## src/rtl/game_pkg.sv

```systemverilog
// game_pkg: phase encoding, default parameters and helpers shared by the game-flow blocks
package game_pkg;
  typedef enum logic [2:0] {
    TITLE = 3'd0,
    LOAD  = 3'd1,
    PLAY  = 3'd2,
    PAUSE = 3'd3,
    DYING = 3'd4,
    CLEAR = 3'd5,
    OVER  = 3'd6
  } phase_t;
  localparam int LIVES_INIT_D   = 3;
  localparam int GOLD_TOTAL_D   = 8;
  localparam int DEATH_FRAMES_D = 90;
  localparam int CLEAR_FRAMES_D = 120;
  function automatic logic [3:0] level_inc(input logic [3:0] l);
    return (l == 4'd15) ? l : l + 4'd1;
  endfunction
endpackage

```

## src/rtl/btn_rise_detect.sv

```systemverilog
// btn_rise_detect: rising-edge detector whose history starts high so a button held through reset gives no edge
module btn_rise_detect (
  input  logic clk,
  input  logic resetN,
  input  logic btn,
  output logic rise
);
  logic prev;
  // remember last sampled button level
  always_ff @(posedge clk or negedge resetN)
    if (!resetN) prev <= 1'b1;
    else prev <= btn;
  assign rise = btn & ~prev;
endmodule

```

## src/rtl/game_phase_sequencer.sv

```systemverilog
// game_phase_sequencer: game-flow FSM driving object reset/freeze and tracking lives, level and gold
module game_phase_sequencer
  import game_pkg::*;
#(
  parameter int LIVES_INIT   = LIVES_INIT_D,
  parameter int GOLD_TOTAL   = GOLD_TOTAL_D,
  parameter int DEATH_FRAMES = DEATH_FRAMES_D,
  parameter int CLEAR_FRAMES = CLEAR_FRAMES_D
) (
  input  logic       clk,
  input  logic       resetN,
  input  logic       startOfFrame,
  input  logic       start_btn,
  input  logic       select_btn,
  input  logic       player_died,
  input  logic       gold_eaten,
  output logic [2:0] phase,
  output logic       objects_resetN,
  output logic       freeze,
  output logic [2:0] lives,
  output logic [3:0] level,
  output logic [7:0] gold_left,
  output logic       no_lives
);
  phase_t state_q, state_d;
  logic [2:0] lives_d;
  logic [3:0] level_d;
  logic [7:0] gold_d, cnt_q, cnt_d;
  logic start_rise, select_rise, freeze_d, ores_d, no_lives_d;
  btn_rise_detect u_start (.clk(clk), .resetN(resetN), .btn(start_btn), .rise(start_rise));
  btn_rise_detect u_select (.clk(clk), .resetN(resetN), .btn(select_btn), .rise(select_rise));
  // state, counters and registered outputs
  always_ff @(posedge clk or negedge resetN)
    if (!resetN) begin
      state_q        <= TITLE;
      lives          <= 3'(LIVES_INIT);
      level          <= 4'd0;
      gold_left      <= 8'(GOLD_TOTAL);
      cnt_q          <= 8'd0;
      freeze         <= 1'b1;
      objects_resetN <= 1'b0;
      no_lives       <= 1'b0;
    end else begin
      state_q        <= state_d;
      lives          <= lives_d;
      level          <= level_d;
      gold_left      <= gold_d;
      cnt_q          <= cnt_d;
      freeze         <= freeze_d;
      objects_resetN <= ores_d;
      no_lives       <= no_lives_d;
    end
  // next phase and counter updates; death beats gold beats select
  always_comb begin
    state_d = state_q;
    lives_d = lives;
    level_d = level;
    gold_d  = gold_left;
    cnt_d   = (startOfFrame && (state_q == DYING || state_q == CLEAR || state_q == LOAD)) ? cnt_q + 8'd1 : cnt_q;
    case (state_q)
      TITLE:
        if (start_rise) begin
          lives_d = 3'(LIVES_INIT);
          level_d = 4'd0;
          state_d = LOAD;
        end
      LOAD:
        if (startOfFrame) state_d = PLAY;
      PLAY:
        if (player_died) begin
          lives_d = (lives <= 3'd1) ? 3'd0 : lives - 3'd1;
          state_d = (lives <= 3'd1) ? OVER : DYING;
          cnt_d   = 8'd0;
        end else if (gold_eaten) begin
          gold_d  = (gold_left != 8'd0) ? gold_left - 8'd1 : gold_left;
          state_d = (gold_left == 8'd1) ? CLEAR : PLAY;
          cnt_d   = 8'd0;
        end else if (select_rise) state_d = PAUSE;
      PAUSE:
        if (select_rise) state_d = PLAY;
      DYING:
        if (startOfFrame && cnt_q == 8'(DEATH_FRAMES - 1)) state_d = LOAD;
      CLEAR:
        if (startOfFrame && cnt_q == 8'(CLEAR_FRAMES - 1)) begin
          state_d = LOAD;
          level_d = level_inc(level);
        end
      OVER:
        if (start_rise) state_d = TITLE;
      default: state_d = TITLE;
    endcase
    if (state_d == LOAD) gold_d = 8'(GOLD_TOTAL);
  end
  // object control lines decoded from the upcoming phase so they register alongside it
  always_comb begin
    freeze_d   = state_d != PLAY;
    ores_d     = !(state_d == TITLE || state_d == LOAD);
    no_lives_d = state_d == OVER;
  end
  assign phase = state_q;
endmodule

```

## config.mk

```make
export PLATFORM = sky130hd
export DESIGN_NAME = game_phase_sequencer
export DESIGN_NICKNAME = d
export VERILOG_FILES = /design/src/rtl/game_pkg.sv /design/src/rtl/btn_rise_detect.sv /design/src/rtl/game_phase_sequencer.sv
export SDC_FILE = /design/constraint.sdc
export NUM_CORES = 1
export LEC_CHECK = 0
export ABC_AREA = 1
export ABC_CLOCK_PERIOD_IN_PS = 2800
export CAP_MARGIN = 0
export CORE_ASPECT_RATIO = 0.6
export CORE_MARGIN = 2
export CORE_UTILIZATION = 58
export DETAILED_ROUTE_END_ITERATION = 16
export PLACE_DENSITY_LB_ADDON = 0.1
export SYNTH_ARGS = -nofsm -noshare
export SYNTH_HDL_FRONTEND = slang
export SYNTH_HIERARCHICAL = 1
export SYNTH_SLANG_ARGS = --single-unit
export TNS_END_PERCENT = 1
```

## constraint.sdc

```tcl
create_clock -name clk -period 2.8 [get_ports clk]
set_input_delay 0.42 -clock clk [delete_from_list [all_inputs] [get_ports clk]]
set_output_delay 0.42 -clock clk [all_outputs]
set_load 0.01 [all_outputs]
```

==> impl_results.md <==
* Core Util, Final at ~77%
* Pin count of the biggest net entering global routing at 32
* FF-to-FF Start: gold_left[1]
* Post-synthesis instance total at between 200 and 250
* Most common cell after layout, fill and taps aside: nand2_1
* Worst max-slew margin expressed relative to the limit at 73.5%
* Pwr Density at 914 mW/mm^2
* Leak at about 1.1 nW
* Commonest cells after routing, fill and taps aside: nand2_1, inv_1, clkdlybuf4s50_1
* Wire per inst at approximately 13 um
* Top-Level Pins at 28
* Antenna Nets Post-Route at 0
* CTS hold repair buffers at 0
* Dominant cells by area after synthesis: dfrtp_1, nand2_1, dfstp_2
* Final RePlAce weighted congestion at ~0.87
* Tmin final at about 1.9 ns
* Buffer type at the clock tree root: clkbuf_8
* Path depth of the worst reg2reg path at 11
* Routed WL at slightly above 4000 um
* Synth Warn # at 6
* Fin cells at 317
* First-iteration detailed-routing DRC count at between 100 and 150
* Port Buffers at 27
* Site Rows at 15
* Buffers & Inverters on Critical Path at 1
* Clock-pin slew reported for the worst setup and hold paths after clock tree synthesis at about 0.07 ns
* Fmax at around 540 MHz
* Cell Chain, Critical Path: clkdlybuf4s50_1
* Aggregate global-route resource usage at 23.8%
* Number of max-cap violations at 0
* Pins Over Slew Limit at 0
* Setup Total Neg Slack at 0 ns
* Count of H-tree levels built during CTS at 2
* Clock skew at 0.00802 ns
* Hold violation count in the final report at 0
* Critical-path cell with the highest stage delay: clkdlybuf4s50_1
* Transition time at the pin with the least slew margin at 0.398 ns
* Netlist Area Pre-Place at ~0.0019 sq mm
* Data arrival at the endpoint of the critical path at between 1 and 1.5 ns
* Area added between synthesis and finish at 21.8%
* Result of the run: finished clean
* Total area of sequential cells at between 700 and 800 sq um
* Multi-input logic area at just over 900 sq um
* Number of fillers in the final layout at between 200 and 250
* Number of antenna violations at the first check in global routing at 0
* Sequential share of the synthesized area at 41.5%
* First-pass GRT wire length at 6580 um
* Number of sinks handled by clock tree synthesis at 31
* Type of destination of the critical path: primary output
* Cell family contributing the most delay on the critical path: buffers and inverters
* Fraction of final layout cells sized beyond drive strength 1 at approximately 12%
* Via count of the first global-routing pass at 1,404
* Detailed-route via count at about 1.6k
* ANT cells at 0
* TritonCTS clock tree: yes
* Vias/cell at 5.19
* Classification of the worst setup path: reg -> out
* Number of gates resized after CTS at 0
* Worst hold-check path type: in -> async
* Area share of the largest cell type after synthesis at between 30 and 40%
* Setup Viol. Count Final at 0
* Data required time of the worst path at between 2 and 2.5 ns
* Setup repair bufs after CTS at 0
* Critical Path Source Type: flip-flop
* Placed wire-length estimate after detailed placement at a little over 3000 um
* Number of distinct library cells after synthesis at 31
* Syn Area/Cell at 7.86 sq um
* Dominant cell type by area after synthesis: dfrtp_1
* Placeable core region at roughly 0.0030 sq mm
* Register-to-register path setup slack at ~1.1 ns
* Die outline area at 0.00374 sq mm
* Worst-Skew Late Latency at approximately 0.28 ns
* DIE WIDTH at a little under 80 um
* Mapped Nets at around 260
* Placed Cells at 309
* Post-route DRC violation count at 0
* Longest Clk Path Bufs at 2
* Largest fanout of any net on the critical path at 9
* Initial core utilization at a little over three fifths
* GRT overflow at 0
* Number of cells on the critical path at 1
* TritonCTS Buffers at 5
* Largest stage delay on the critical path at approximately 0.61 ns
* Maximum ir drop on the vdd rail at roughly 0.55 mV
* Overall die height at 48.2 um
* Number of synthesized register bits at 31
* RSZ-0062 raised after global routing: no
* Critical register-to-register path endpoint: gold_left[4]
* Count of TritonRoute iterations in the first routing pass at 4
* Fin crit share at 66.3%
* Fin nets at 289
## through the flow
step                hold WS [ns]  power [mW]  worst slack [ns]  instance area, sq um
global placement           0.538        1.70             0.801                  2200
floorplan                  0.124        1.38              1.27                  1890
global route               0.556        2.26             0.823                  2300
detailed placement         0.545        1.73             0.746                  2200
CTS                        0.533        2.09             0.951                  2300
finish                     0.522        2.10             0.943                  2300
## flip-flops by register name, summed over array words and instances (netlist names)
register / cells
phase: 3
gold_left: 8
level: 4
u_select/prev: 1
objects_resetN: 1
no_lives: 1
lives: 3
u_start/prev: 1
cnt_q: 8
freeze: 1
## Yosys cell counts
cell type	count
nand2_1	50
inv_1	39
nor2_1	26
dfrtp_1	25
nand3_1	14
a21oi_1	13
xor2_1	10
ha_1	8
nand4_1	8
dfstp_2	6
nor2_4	5
o21ai_0	5
nor3_1	4
inv_2	3
nor2_2	3
or2_2	3
a21oi_2	2
a22oi_1	2
o21ai_2	2
a211oi_1	1
a31oi_1	1
and2_1	1
and3b_1	1
buf_4	1
buf_6	1
nor3_2	1
o211ai_1	1
o21bai_1	1
o31a_1	1
o31ai_1	1
xnor2_1	1
## report_power, final
group	switching [mW]	internal [mW]
clock	0.161	0.198
sequential	0.156	0.590
combinational	0.586	0.408
## logic make-up after synthesis
| kind of cell | after synthesis | synth area share, % |
|---|---|---|
| and+or+nand+nor | 116 | 28.9 |
| buffers and inverters | 44 | 9.36 |
| DFF | 31 | 41.5 |
| AOI/OAI and AO/OA | 30 | 9.82 |
| xor gates and xnor gates | 11 | 5.11 |
| adders and majority gates | 8 | 5.31 |
## worst max path at each step
stage / from / endpoint / slack [ns]
floorplan: lives[1] / gold_left[0] / 1.27
global placement: select_btn / gold_left[7] / 0.80
detailed placement: select_btn / gold_left[4] / 0.75
CTS: phase[1] / phase[1] / 0.95
global route: start_btn / gold_left[6] / 0.82
finish: phase[1] / phase[1] / 0.94
## per-layer routing
layer  track usage [%]  vias to the layer above  share of wire (%)  wire [um]
li1                  -                      834                  -          -
met3              5.37                        6                4.3        176
met4              8.93                        0                1.1         43
met5                 0                        -                  0          0
met1              35.6                      761                 54       2180
met2              34.5                       44                 41       1650
## layout make-up
type | instances | share of cell area, %
clock buffers | 7 | 3.76
clock inverters | 1 | 0.218
inverters | 42 | 6.87
multi-input cells | 165 | 40.3
flip-flops and latches | 31 | 34.1
well taps | 42 | 2.29
repair buffers | 29 | 12.4
(Power assumes the default switching activity.)
